===== config.mk =====
export PLATFORM = sky130hd
export DESIGN_NAME = multi_way_registered_multiplexer_flat
export DESIGN_NICKNAME = d
export VERILOG_FILES = /design/src/rtl/multi_way_registered_multiplexer_if.sv /design/src/rtl/multi_way_registered_multiplexer.sv /design/src/flat_wrapper.sv
export SDC_FILE = /design/constraint.sdc
export NUM_CORES = 1
export LEC_CHECK = 0
export ABC_AREA = 1
export BUFFER_PORTS_ARGS = -buffer_cell sky130_fd_sc_hd__buf_2
export CAP_MARGIN = 40
export CORE_AREA = 2 2 89 91
export CTS_CLUSTER_SIZE = 28
export DETAILED_ROUTE_END_ITERATION = 8
export DIE_AREA = 0 0 91 93
export PLACE_DENSITY = 0.79
export SLEW_MARGIN = 20
export SYNTH_ARGS = -nofsm -noshare
export SYNTH_HDL_FRONTEND = slang
export SYNTH_SLANG_ARGS = --single-unit

===== constraint.sdc =====
create_clock -name clk -period 2.3 [get_ports clk]
set_input_delay 0.115 -clock clk [delete_from_list [all_inputs] [get_ports clk]]
set_output_delay 0.115 -clock clk [all_outputs]
set_load 0.01 [all_outputs]

===== src/rtl/multi_way_registered_multiplexer_if.sv =====
// Handshake bundle for multi_way_registered_multiplexer.
//   Upstream side : in_data (channel i at [i*WIDTH +: WIDTH]), in_valid, in_ready
//   Control       : mode (0 fixed select, 1 round-robin), select
//   Downstream    : out_data, out_valid, out_ready, out_channel
// master = the environment driving channels/consumer, slave = the mux.
interface multi_way_registered_multiplexer_if #(
  parameter int WIDTH = 32,
  parameter int WAYS  = 4
);
  localparam int SEL_WIDTH = $clog2(WAYS);

  logic [WAYS*WIDTH-1:0] in_data;
  logic [WAYS-1:0]       in_valid;
  logic [WAYS-1:0]       in_ready;
  logic                  mode;
  logic [SEL_WIDTH-1:0]  select;
  logic [WIDTH-1:0]      out_data;
  logic                  out_valid;
  logic                  out_ready;
  logic [SEL_WIDTH-1:0]  out_channel;

  modport master (
    output in_data, in_valid, mode, select, out_ready,
    input  in_ready, out_data, out_valid, out_channel
  );

  modport slave (
    input  in_data, in_valid, mode, select, out_ready,
    output in_ready, out_data, out_valid, out_channel
  );
endinterface


===== src/rtl/multi_way_registered_multiplexer.sv =====
// WAYS-to-1 registered multiplexer with valid/ready handshake.
// Fixed-select or round-robin arbitration picks one requesting channel and
// loads it into a single-entry output register; the register drains and
// refills in the same cycle, so throughput is one word per clock.
// Ports:
//   clk   - rising-edge clock
//   reset - asynchronous, active-high
//   bus   - multi_way_registered_multiplexer_if.slave (channels, control, output)

// Per-channel slice: raises this channel's in_ready when it holds the grant
// and masks its data so the output mux is a plain OR of all lanes.
module multi_way_registered_multiplexer_lane #(
  parameter int WIDTH     = 32,
  parameter int SEL_WIDTH = 2,
  parameter int LANE      = 0
) (
  input  logic                 en,
  input  logic [SEL_WIDTH-1:0] grant,
  input  logic [WIDTH-1:0]     data,
  output logic                 ready,
  output logic [WIDTH-1:0]     data_masked
);
  assign ready       = en & (grant == SEL_WIDTH'(LANE));
  assign data_masked = data & {WIDTH{ready}};
endmodule

module multi_way_registered_multiplexer #(
  parameter int WIDTH = 32,
  parameter int WAYS  = 4
) (
  input  logic                            clk,
  input  logic                            reset,
  multi_way_registered_multiplexer_if.slave bus
);
  localparam int SEL_WIDTH = $clog2(WAYS);
  localparam int SEL_SPAN  = 1 << SEL_WIDTH;

  logic [WIDTH-1:0]     out_data_q,    out_data_d;
  logic                 out_valid_q,   out_valid_d;
  logic [SEL_WIDTH-1:0] out_channel_q, out_channel_d;
  logic [SEL_WIDTH-1:0] rr_pointer_q,  rr_pointer_d;

  logic                 load_en;
  logic                 grant_valid;
  logic [SEL_WIDTH-1:0] grant;
  logic                 lane_en;
  logic                 transfer;
  logic [SEL_WIDTH:0]   rr_idx;
  logic [SEL_SPAN-1:0]  valid_ext;
  logic [WIDTH-1:0]     mux_data;

  logic [WAYS-1:0][WIDTH-1:0] lane_data;
  logic [WAYS-1:0][WIDTH-1:0] lane_masked;
  logic [WAYS-1:0]            lane_ready;

  assign lane_data = bus.in_data;
  assign load_en   = ~out_valid_q | bus.out_ready;

  // in_ready must read zero while reset is held, even though the emptied
  // register would otherwise make load_en true.
  assign lane_en  = load_en & grant_valid & ~reset;
  assign transfer = lane_en;

  // Arbitration. Fixed mode zero-extends in_valid to the full select range so
  // out-of-range select values land on a zero bit and never grant.
  always_comb begin
    grant       = '0;
    grant_valid = 1'b0;
    rr_idx      = '0;
    valid_ext   = '0;
    valid_ext[WAYS-1:0] = bus.in_valid;
    if (!bus.mode) begin
      grant       = bus.select;
      grant_valid = valid_ext[bus.select];
    end else begin
      // Walk from the farthest offset back to rr_pointer so the nearest
      // requester (in pointer order) is the last, winning assignment.
      for (int k = WAYS - 1; k >= 0; k--) begin
        rr_idx = {1'b0, rr_pointer_q} + (SEL_WIDTH+1)'(k);
        if (rr_idx >= (SEL_WIDTH+1)'(WAYS))
          rr_idx = rr_idx - (SEL_WIDTH+1)'(WAYS);
        if (valid_ext[rr_idx[SEL_WIDTH-1:0]]) begin
          grant       = rr_idx[SEL_WIDTH-1:0];
          grant_valid = 1'b1;
        end
      end
    end
  end

  for (genvar i = 0; i < WAYS; i++) begin : g_lane
    multi_way_registered_multiplexer_lane #(
      .WIDTH     (WIDTH),
      .SEL_WIDTH (SEL_WIDTH),
      .LANE      (i)
    ) u_lane (
      .en          (lane_en),
      .grant       (grant),
      .data        (lane_data[i]),
      .ready       (lane_ready[i]),
      .data_masked (lane_masked[i])
    );
  end

  assign bus.in_ready = lane_ready;

  // At most one lane is unmasked, so OR-ing them selects the granted word.
  always_comb begin
    mux_data = '0;
    for (int i = 0; i < WAYS; i++) mux_data = mux_data | lane_masked[i];
  end

  always_comb begin
    out_data_d    = out_data_q;
    out_channel_d = out_channel_q;
    out_valid_d   = out_valid_q;
    rr_pointer_d  = rr_pointer_q;
    if (transfer) begin
      out_data_d    = mux_data;
      out_channel_d = grant;
      out_valid_d   = 1'b1;
      if (bus.mode)
        rr_pointer_d = (grant == SEL_WIDTH'(WAYS - 1)) ? '0 : grant + 1'b1;
    end else if (bus.out_ready) begin
      out_valid_d = 1'b0;
    end
  end

  always_ff @(posedge clk or posedge reset) begin
    if (reset) begin
      out_data_q    <= '0;
      out_valid_q   <= 1'b0;
      out_channel_q <= '0;
      rr_pointer_q  <= '0;
    end else begin
      out_data_q    <= out_data_d;
      out_valid_q   <= out_valid_d;
      out_channel_q <= out_channel_d;
      rr_pointer_q  <= rr_pointer_d;
    end
  end

  assign bus.out_data    = out_data_q;
  assign bus.out_valid   = out_valid_q;
  assign bus.out_channel = out_channel_q;
endmodule


===== src/flat_wrapper.sv =====
// flat-port wrapper written by rule: the top's interface ports become plain ports
module multi_way_registered_multiplexer_flat 
#(
  parameter int WIDTH = 32,
  parameter int WAYS  = 4
)
  (clk, reset, bus_in_data, bus_in_valid, bus_mode, bus_select, bus_out_ready, bus_in_ready, bus_out_data, bus_out_valid, bus_out_channel);
  multi_way_registered_multiplexer_if #(.WIDTH(WIDTH), .WAYS(WAYS)) bus_i ();
  input  logic clk;
  input  logic reset;
  input wire logic [$bits(bus_i.in_data)-1:0] bus_in_data;
  input wire logic [$bits(bus_i.in_valid)-1:0] bus_in_valid;
  input wire logic [$bits(bus_i.mode)-1:0] bus_mode;
  input wire logic [$bits(bus_i.select)-1:0] bus_select;
  input wire logic [$bits(bus_i.out_ready)-1:0] bus_out_ready;
  output wire logic [$bits(bus_i.in_ready)-1:0] bus_in_ready;
  output wire logic [$bits(bus_i.out_data)-1:0] bus_out_data;
  output wire logic [$bits(bus_i.out_valid)-1:0] bus_out_valid;
  output wire logic [$bits(bus_i.out_channel)-1:0] bus_out_channel;
  assign bus_i.in_data = bus_in_data;
  assign bus_i.in_valid = bus_in_valid;
  assign bus_i.mode = bus_mode;
  assign bus_i.select = bus_select;
  assign bus_i.out_ready = bus_out_ready;
  assign bus_in_ready = bus_i.in_ready;
  assign bus_out_data = bus_i.out_data;
  assign bus_out_valid = bus_i.out_valid;
  assign bus_out_channel = bus_i.out_channel;
  multi_way_registered_multiplexer #(.WIDTH(WIDTH), .WAYS(WAYS)) u_core (.clk(clk), .reset(reset), .bus(bus_i));
endmodule

# Word-level counts from Yosys, hierarchy flattened
# Cells that the tools add are included.
# op_classes
add_sub_neg	8
mul	0
div	0
order_cmp	9
eq_ne	3
n_shift	0
n_mux	31
bitwise_logic	16
reduce_logical	3
# op_table
operator	n
bitwise AND 32 bit	4
OR 32 bit	3
2-to-1 mux 2 bit	14
less-than comparator 2 x 3 -> 1 bit, second input constant	5
2-to-1 mux 1 bit	12
binary-select mux 1 bit (select 2 bit)	5
>= comparator 3 bit, second input constant	3
subtractor 2 x 1 -> 2 bit, second input constant	4
adder 2 x 2 -> 3 bit, second input constant	2
bitwise AND 1 bit	6
== test 2 bit, second input constant	2
adder 2 x 1 -> 3 bit, second input constant	1
>= comparator 2 x 3 -> 1 bit, second input constant	1
adder 2 x 1 -> 2 bit, second input constant	1
== test 2 x 1 -> 1 bit, second input constant	1
logical NOT 2 bit	1
NOT 1 bit	2
AND reduction 2 bit	1
nonzero test 2 bit	1
OR 1 bit	1
# word_totals
ff_bits	37
latchBits	0
ram_bits	0
mem_bits_ro	0
inputBits	138
memories	0

# Longest topological paths before layout
# Gate-level depths: netlist of the first run.
# logic_depth
ltp_word	18
ltp_mapped	20
mapped_depth_nobuf	18

# Hierarchy
# From an unflattened synthesis of the first run, not the netlist that was laid out.
# unflattened
cells_unflattened	492
area_unflattened_um2	3229.3
# modules_own_cells
mod	instances	cells_per_inst	area_per_inst_um2	seq_area_each_um2
multi_way_registered_multiplexer	1	213	1945.6	925.9
multi_way_registered_multiplexer_lane (u_core.g_lane[1].u_lane ...)	2	70	304.0	0.0
multi_way_registered_multiplexer_lane (u_core.g_lane[0].u_lane)	1	70	375.4	0.0
multi_way_registered_multiplexer_lane (u_core.g_lane[3].u_lane)	1	69	300.3	0.0

# Worst setup path before layout of the first run
# No wires, ideal clock.
# synth_path
kind	reg-to-reg
from	reg u_core.rr_pointer_q[0]
to	reg u_core.out_data_q[0], in the netlist u_core.bus.out_data[0]
setup_ns	0.071
arrival_time_ns	2.257
t_required_ns	2.229
slack_ns	-0.029
stages_incl_launch_ff	15
cell_sequence	dfrtp_1 -> buf_4 -> nand2_1 -> nand2_1 -> nand2_1 -> o21ai_0 -> a21oi_1 -> nand2_1 -> o21ai_0 -> ha_1 -> clkbuf_1 -> clkinv_1 -> o211ai_1 -> nor2_1 -> nor2_1
# synth_via
elab_cells_between_ends	54
cone_classes	add/sub (7); order compare (4); eq/ne (3); mux (26); bitwise (13); reduce/logical (1)
# synth_lines
element	line	source
start: declaration	multi_way_registered_multiplexer.sv:41	logic [SEL_WIDTH-1:0] rr_pointer_q, rr_pointer_d;
start signal: assignment	multi_way_registered_multiplexer.sv:138	rr_pointer_q <= rr_pointer_d;
adder 2 x 2 -> 3 bit	multi_way_registered_multiplexer.sv:79	rr_idx = {1'b0, rr_pointer_q} + (SEL_WIDTH+1)'(k);
>= comparator 3 bit / subtractor 2 x 1 -> 2 bit (equally long branches)	multi_way_registered_multiplexer.sv:80, multi_way_registered_multiplexer.sv:81	
2-to-1 mux 2 bit	multi_way_registered_multiplexer.sv:80	if (rr_idx >= (SEL_WIDTH+1)'(WAYS))
2-to-1 mux 2 bit	multi_way_registered_multiplexer.sv:72	if (!bus.mode) begin
binary-select mux 1 bit (select 2 bit)	multi_way_registered_multiplexer.sv:82	if (valid_ext[rr_idx[SEL_WIDTH-1:0]]) begin
2-to-1 mux 1 bit (not written as such)	multi_way_registered_multiplexer.sv:82	
2-to-1 mux 2 bit (3 in series)	multi_way_registered_multiplexer.sv:82	
2-to-1 mux 2 bit *	multi_way_registered_multiplexer.sv:82	
2-to-1 mux 2 bit *	multi_way_registered_multiplexer.sv:72	
net u_core.g_lane[0].u_lane.grant[1]	multi_way_registered_multiplexer.sv:18	input logic [SEL_WIDTH-1:0] grant,
== test 2 x 1 -> 1 bit / logical NOT 2 bit (equally long branches)	multi_way_registered_multiplexer.sv:23	assign ready = en & (grant == SEL_WIDTH'(LANE));
bitwise AND 1 bit	multi_way_registered_multiplexer.sv:23	
bitwise AND 32 bit	multi_way_registered_multiplexer.sv:24	assign data_masked = data & {WIDTH{ready}};
OR 32 bit (2 in series)	multi_way_registered_multiplexer.sv:109	for (int i = 0; i < WAYS; i++) mux_data = mux_data | lane_masked[i];
OR 32 bit *	multi_way_registered_multiplexer.sv:109	
end signal: assignment	multi_way_registered_multiplexer.sv:135	out_data_q <= out_data_d;
end: declaration	multi_way_registered_multiplexer.sv:38	logic [WIDTH-1:0] out_data_q, out_data_d;
# The timed path passes the listed nets; every way through them passes the cells marked *. The select of a mux whose other input is x is not followed.
# A chain may end at the register's enable or synchronous reset.

# Worst setup path after layout of the first run
# layout_path
from	reg u_core.rr_pointer_q[0]
to	reg u_core.out_data_q[16], in the netlist u_core.bus.out_data[16]
# Same word-level chain as after synthesis.

==> impl_metrics.yaml, run 1 <==
sta:
  final.setup.worst_slack_ns: -0.104
  tns_ns: -1.38
  final_hold_viol_count: 0
  fmax_ghz: 0.416
  slew_headroom: 0.670
  period_share: 1.05
  tightest_slew_ns: 0.494
  rsz0062_at_grt: "true"
  fin_crit_ns: 2.40
  drv_slew: 0
  finClkSkew_ns: 0.00577
  setup_viol: 34
critical_path:
  worstSetupStartpointType: "flip-flop"
  cp_slowest_cell: "dfrtp_2"
  r2r_end: "u_core.bus.out_data[16]$_DFFE_PP0P_"
  crit_arrival_ns: 2.59
  critical_path_required_ns: 2.48
  timing.rr.start: "u_core.rr_pointer_q[0]$_DFFE_PP0P_"
  path_cells: "buf_6 -> nand2_2 -> o21ai_4 -> buf_4 -> nand2_2 -> nand2_1 -> nand2_1 -> nand3_2 -> nand2_4 -> inv_4 -> ha_4 -> buf_12 -> a22o_1 -> inv_2 -> o211ai_1 -> nor2_1 -> nor2_1"
  crit_path_end_kind: "flip-flop"
  r2r_cells: 17
  path_class: "reg2reg"
  critical-path-max-stage-delay_ns: 0.48
  r2r_setup_slack_ns: -0.10
  cp_max_fo: 10
  crit_start: "u_core.rr_pointer_q[0]$_DFFE_PP0P_"
layout:
  finalNetCount: 780
  area_delta_synth_final_pct: 55.6
  stdcell_area_um2: 4500
  final_cell_mix: "buf_2, nor2_1, inv_1"
  final_common_cell: "buf_2"
  drive_above_1_share: 0.391
  diodes: 0
run:
  maxCapViolCount: 0
clocking:
  cts_buffer_depth: 2
  cts_made_buffers: 5
  cts_sinks: 37
  clock_latency_ns: 0.29
  cts_tree: "built"
  clockRootBuffer: "clkbuf_8"
  h-tree-depth: 2
  path_clk_slew_ns: 0.07
global_route:
  grt_pass1_vias: 3276
  grt_max_degree: 30
  grt_pass1_wl_mm: 15.4
  antenna_found_initial: 0
  gr-total-overflow: 0
  grt_usage: 0.227
status:
  violations: "negative setup slack"
  outcome: "finished with violations"
logic_synthesis:
  syn_avg_cell_area_um2: 6.53
  ys_warn_count: 0
  synthesis.area_um2: 2890
  syn-num-nets: 585
  ys_seq_area_frac: 0.320
  synth_seq_cells: 37
  synthCells: 443
  synth_cell_types: 23
floorplanning:
  core_area_um2: 7530
  die-area_um2: 8460
  ioPinCount: 177
  die_h_um: 93
  initial_core_util: 0.384
  fp-row-count: 32
  die_w_um: 91
power:
  p_per_area_nw_per_um2: 1050
  leakage_nw: 2.60
  ir_drop_uv: 496
placed_design:
  io_buffers: 176
  place_congestion: 0.822
  dp_slack_ns: -0.199
  hpwlAfterDp_mm: 6.99
  placedInstanceArea_um2: 3950
min_path:
  holdCritPathClass: "in2reg"
  holdPathStages: 2
  holdPathEnd: "u_core.bus.out_valid$_DFFE_PP0P_"
  worstHoldStart: "bus_out_ready"
routing:
  drt_first_pass_iters: 4
  vias: 3466
  wl_per_cell_um: 13.6
  drtIter0Drc: 118
  antenna_left: 0
  drc: 0
  detail_route.vias_per_cell: 4.68
  drt_wl_total_mm: 10.1
==> routing by layer <==
| layer | vias to the layer above | track usage | part of all wire |
|---|---|---|---|
| met3 | 17 | 0.0427 | 0.066 |
| met2 | 141 | 0.421 | 0.51 |
| met4 | 0 | 0.0518 | 0.016 |
| li1 | 1743 | - | - |
| met5 | - | 0 | 0 |
| met1 | 1565 | 0.271 | 0.40 |
==> flip-flops by register name, indices dropped and copies added, names as in the netlist <==
name	flops
u_core.bus.out_channel	2
u_core.rr_pointer_q	2
u_core.bus.out_valid	1
u_core.bus.out_data	32
==> Yosys cell counts (all sizes together) <==
master,count,share of area
inv,116,0.15
clkbuf,8,0.010
a21oi,3,0.0052
dfrtp,37,0.32
nand2,48,0.070
nor2,134,0.18
clkinv,1,0.0013
o211ai,33,0.086
a22o,32,0.097
buf,14,0.036
nand4,1,0.0022
o21ai,6,0.010
nand3,6,0.012
ha,4,0.017
==> through the flow <==
| stage | instances | hold slack, ns | utilization | total power [mW] |
|---|---|---|---|---|
| 2_1_floorplan | 443 | 0.211 | - | 2.53 |
| 3_3_place_gp | 713 | 0.316 | 0.521 | 3.35 |
| 3_5_place_dp | 714 | 0.176 | 0.525 | 3.45 |
| 4_1_cts | 736 | 0.0397 | 0.575 | 4.44 |
| 5_1_grt | 741 | 0.0334 | 0.598 | 5.09 |
| 6_report | 741 | 0.0444 | 0.598 | 4.75 |
==> power by group <==
part | internal [mW] | total [mW] | leakage, nW | switching (mW)
Combinational | 1.45 | 3.04 | 2.12 | 1.59
Clock | 0.354 | 0.593 | 0.0585 | 0.240
Sequential | 0.940 | 1.12 | 0.423 | 0.177
==> worst max-delay path by stage <==
| stage | end | slack, ns | cells past startpoint |
|---|---|---|---|
| global route | u_core.bus.out_data[14]$_DFFE_PP0P_ | -0.21 | 17 |
| finish | u_core.bus.out_data[16]$_DFFE_PP0P_ | -0.10 | 17 |
| detailed placement | u_core.bus.out_data[16]$_DFFE_PP0P_ | -0.20 | 18 |
| global placement | u_core.bus.out_data[16]$_DFFE_PP0P_ | -0.11 | 18 |
| floorplan | u_core.bus.out_data[0]$_DFFE_PP0P_ | 0.005 | 18 |
| CTS | u_core.bus.out_data[16]$_DFFE_PP0P_ | -0.02 | 18 |
==> layout make-up <==
class / instances / area (um^2)
inverter: 117 / 449
fill: 725 / 3030
timing repair buffer: 210 / 1370
sequential: 37 / 927
clock buffer: 7 / 86.3
tap: 102 / 128
multi-input combinational: 267 / 1510
clock inverter: 1 / 30.0
==> worst max-delay path, delay by kind of cell (launching register included) <==
kind	cells	cell delay, ns
simple gates	8	0.66
fa+ha+maj	1	0.19
buf+inv	5	0.56
compound gates	3	0.39
flops	1	0.48
==> cell families (layout without fill, tap and decap cells) <==
logic type,count (synthesis),in the layout,synth area share
AOI/OAI and AO/OA,74,74,0.198
DFF,37,37,0.320
buffers and inverters,139,335,0.198
and+or+nand+nor,189,189,0.266
adders and majority gates,4,4,0.0173
==> repair_timing <==
| item | 4_1_cts | 5_1_grt |
|---|---|---|
| resized for setup | 34 | 27 |
| endpoints found under the hold margin | 20 | 0 |
| buffers inserted | 11 | 2 |
| endpoints found under the setup margin | 36 | 36 |
| pin swaps | 8 | 23 |
| hold buffers | 1 | 0 |
| gates cloned | 2 | 3 |
Power figures use the tool's default switching activity.
==> inputs of run 2 (changes only) <==
--- a/config.mk
+++ b/config.mk
@@ -12,6 +12,7 @@
 export CTS_CLUSTER_SIZE = 28
 export DETAILED_ROUTE_END_ITERATION = 8
 export DIE_AREA = 0 0 91 93
+export HOLD_SLACK_MARGIN = 0.08
 export PLACE_DENSITY = 0.79
 export SLEW_MARGIN = 20
 export SYNTH_ARGS = -nofsm -noshare
==> impl_metrics.yaml, run 2 (same netlist as run 1, synthesis figures left out) <==
sta:
  tightest_slew_ns: 0.502
  period_share: 1.03
  finClkSkew_ns: 0.00733
  final.setup.worst_slack_ns: -0.0732
  fmax_ghz: 0.421
  setup_viol: 21
  rsz0062_at_grt: "true"
  fin_crit_ns: 2.37
  drv_slew: 0
  final_hold_viol_count: 0
  slew_headroom: 0.665
critical_path:
  cp_slowest_cell: "dfrtp_2"
  path_cells: "buf_6 -> nand2_2 -> o21ai_4 -> nand2_1 -> nand2_1 -> nand2_1 -> nand2_1 -> nand2_1 -> nand3_2 -> nand2_4 -> inv_4 -> ha_4 -> buf_12 -> a22o_1 -> inv_2 -> o211ai_1 -> nor2_1 -> nor2_1"
  cp_max_fo: 10
  timing.rr.start: "u_core.rr_pointer_q[0]$_DFFE_PP0P_"
  r2r_end: "u_core.bus.out_data[16]$_DFFE_PP0P_"
  path_class: "reg2reg"
  cp_common_cell: "nand2_1"
  crit_arrival_ns: 2.55
  r2r_setup_slack_ns: -0.07
  crit_path_end_kind: "flip-flop"
  r2r_cells: 18
  critical-path-max-stage-delay_ns: 0.48
  critical_path_required_ns: 2.48
  worstSetupStartpointType: "flip-flop"
min_path:
  holdPathStages: 5
  worstHoldStart: "bus_in_data[30]"
  holdCritPathClass: "in2reg"
  holdPathEnd: "u_core.bus.out_data[30]$_DFFE_PP0P_"
placed_design:
  placedInstanceArea_um2: 3950
  dp_slack_ns: -0.199
  place_congestion: 0.822
  io_buffers: 176
  hpwlAfterDp_mm: 6.99
global_route:
  grt_pass1_vias: 3281
  gr-total-overflow: 0
  grt_max_degree: 30
  grt_usage: 0.227
  antenna_found_initial: 0
  grt_pass1_wl_mm: 15.4
power:
  power_switching_mw: 1.99
  seq_power_share: 0.237
  p_per_area_nw_per_um2: 1050
  leakage_nw: 2.60
  p_comb_frac: 0.638
  p_clk_frac: 0.125
  p_sw_frac: 0.421
  ir_drop_uv: 499
  power.internal_mw: 2.74
clocking:
  cts_sinks: 37
  cts_buffer_depth: 2
  clockRootBuffer: "clkbuf_8"
  h-tree-depth: 2
  cts_made_buffers: 5
  path_clk_slew_ns: 0.07
  clock_latency_ns: 0.29
  cts_tree: "built"
routing:
  wl_met2_mm: 5.23
  drt_first_pass_iters: 4
  wl_per_cell_um: 13.6
  vias: 3440
  antenna_left: 0
  drt-met1-wl_mm: 4.08
  drtIter0Drc: 98
  route.met3.wl_um: 668
  highest_layer: "met4"
  detail_route.vias_per_cell: 4.64
  drc: 0
  drt_wl_total_mm: 10.1
layout:
  final_core_util: 0.599
  stdcell_area_um2: 4510
  fillers: 724
  final_common_cell: "buf_2"
  largest_register_ffs: 32
  drive_above_1_share: 0.388
  final_cell_mix: "buf_2, nor2_1, inv_1"
  finalNetCount: 781
  area_delta_synth_final_pct: 55.8
  diodes: 0
status:
  violations: "negative setup slack"
  outcome: "finished with violations"
floorplanning:
  initial_core_util: 0.384
  core_area_um2: 7530
  die_w_um: 91
  die-area_um2: 8460
  fp-row-count: 32
  die_h_um: 93
  ioPinCount: 177
run:
  maxCapViolCount: 0
==> run 2: what timing repair did <==
| action | CTS | global route |
|---|---|---|
| pin swaps | 8 | 19 |
| endpoints found under the setup margin | 36 | 36 |
| resized for setup | 34 | 25 |
| cloned | 2 | 3 |
| setup buffers | 11 | 2 |
| endpoints found under the hold margin | 21 | 0 |
| hold buffers | 2 | 0 |
==> run 2: cell type report <==
type / instances / area (um^2) / area share
sequential: 37 / 927 / 0.206
tap: 102 / 128 / 0.0283
clock inverter: 1 / 30.0 / 0.00666
multi-input combinational: 267 / 1510 / 0.335
timing repair buffer: 211 / 1380 / 0.306
inverter: 117 / 449 / 0.0997
clock buffer: 7 / 86.3 / 0.0192
==> run 2: stage by stage <==
step | instances | power, mW | hold WS (ns) | TNS [ns]
2_1_floorplan | 443 | 2.53 | 0.211 | 0
3_3_place_gp | 713 | 3.35 | 0.316 | -1.33
3_5_place_dp | 714 | 3.45 | 0.176 | -4.91
4_1_cts | 737 | 4.44 | 0.143 | -0.0406
5_1_grt | 742 | 5.09 | 0.157 | -5.04
6_report | 742 | 4.74 | 0.149 | -0.492
==> run 2: power by group through the flow <==
stage	Sequential (mW)	Combinational [mW]	Clock (mW)
global placement	1.11	2.23	0
floorplan	1.24	1.29	0
detailed placement	1.13	2.32	0
finish	1.12	3.02	0.592
global route	1.16	3.30	0.629
CTS	1.11	2.72	0.609
==> run 2: routing by layer <==
metal / up-vias / global-route usage
met5: - / 0
li1: 1741 / -
met3: 13 / 0.0427
met1: 1551 / 0.271
met2: 135 / 0.421
met4: 0 / 0.0518
==> run 2: worst max-delay path: cells and delay by family, from the launching register on <==
| kind | cells | cell delay (ns) |
|---|---|---|
| compound gates | 3 | 0.40 |
| fa+ha+maj | 1 | 0.19 |
| buf+inv | 4 | 0.42 |
| flops | 1 | 0.48 |
| simple gates | 10 | 0.75 |
==> run 2: how the worst max path moves through the flow <==
stage	start	end	slack [ns]	cells past startpoint
after global placement	u_core.rr_pointer_q[0]$_DFFE_PP0P_	u_core.bus.out_data[16]$_DFFE_PP0P_	-0.11	18
after floorplan	u_core.rr_pointer_q[0]$_DFFE_PP0P_	u_core.bus.out_data[0]$_DFFE_PP0P_	0.005	18
final	u_core.rr_pointer_q[0]$_DFFE_PP0P_	u_core.bus.out_data[16]$_DFFE_PP0P_	-0.07	18
after global routing	u_core.rr_pointer_q[0]$_DFFE_PP0P_	u_core.bus.out_data[14]$_DFFE_PP0P_	-0.19	19
after CTS	u_core.rr_pointer_q[0]$_DFFE_PP0P_	u_core.bus.out_data[16]$_DFFE_PP0P_	-0.02	18
after detailed placement	u_core.rr_pointer_q[0]$_DFFE_PP0P_	u_core.bus.out_data[16]$_DFFE_PP0P_	-0.20	18
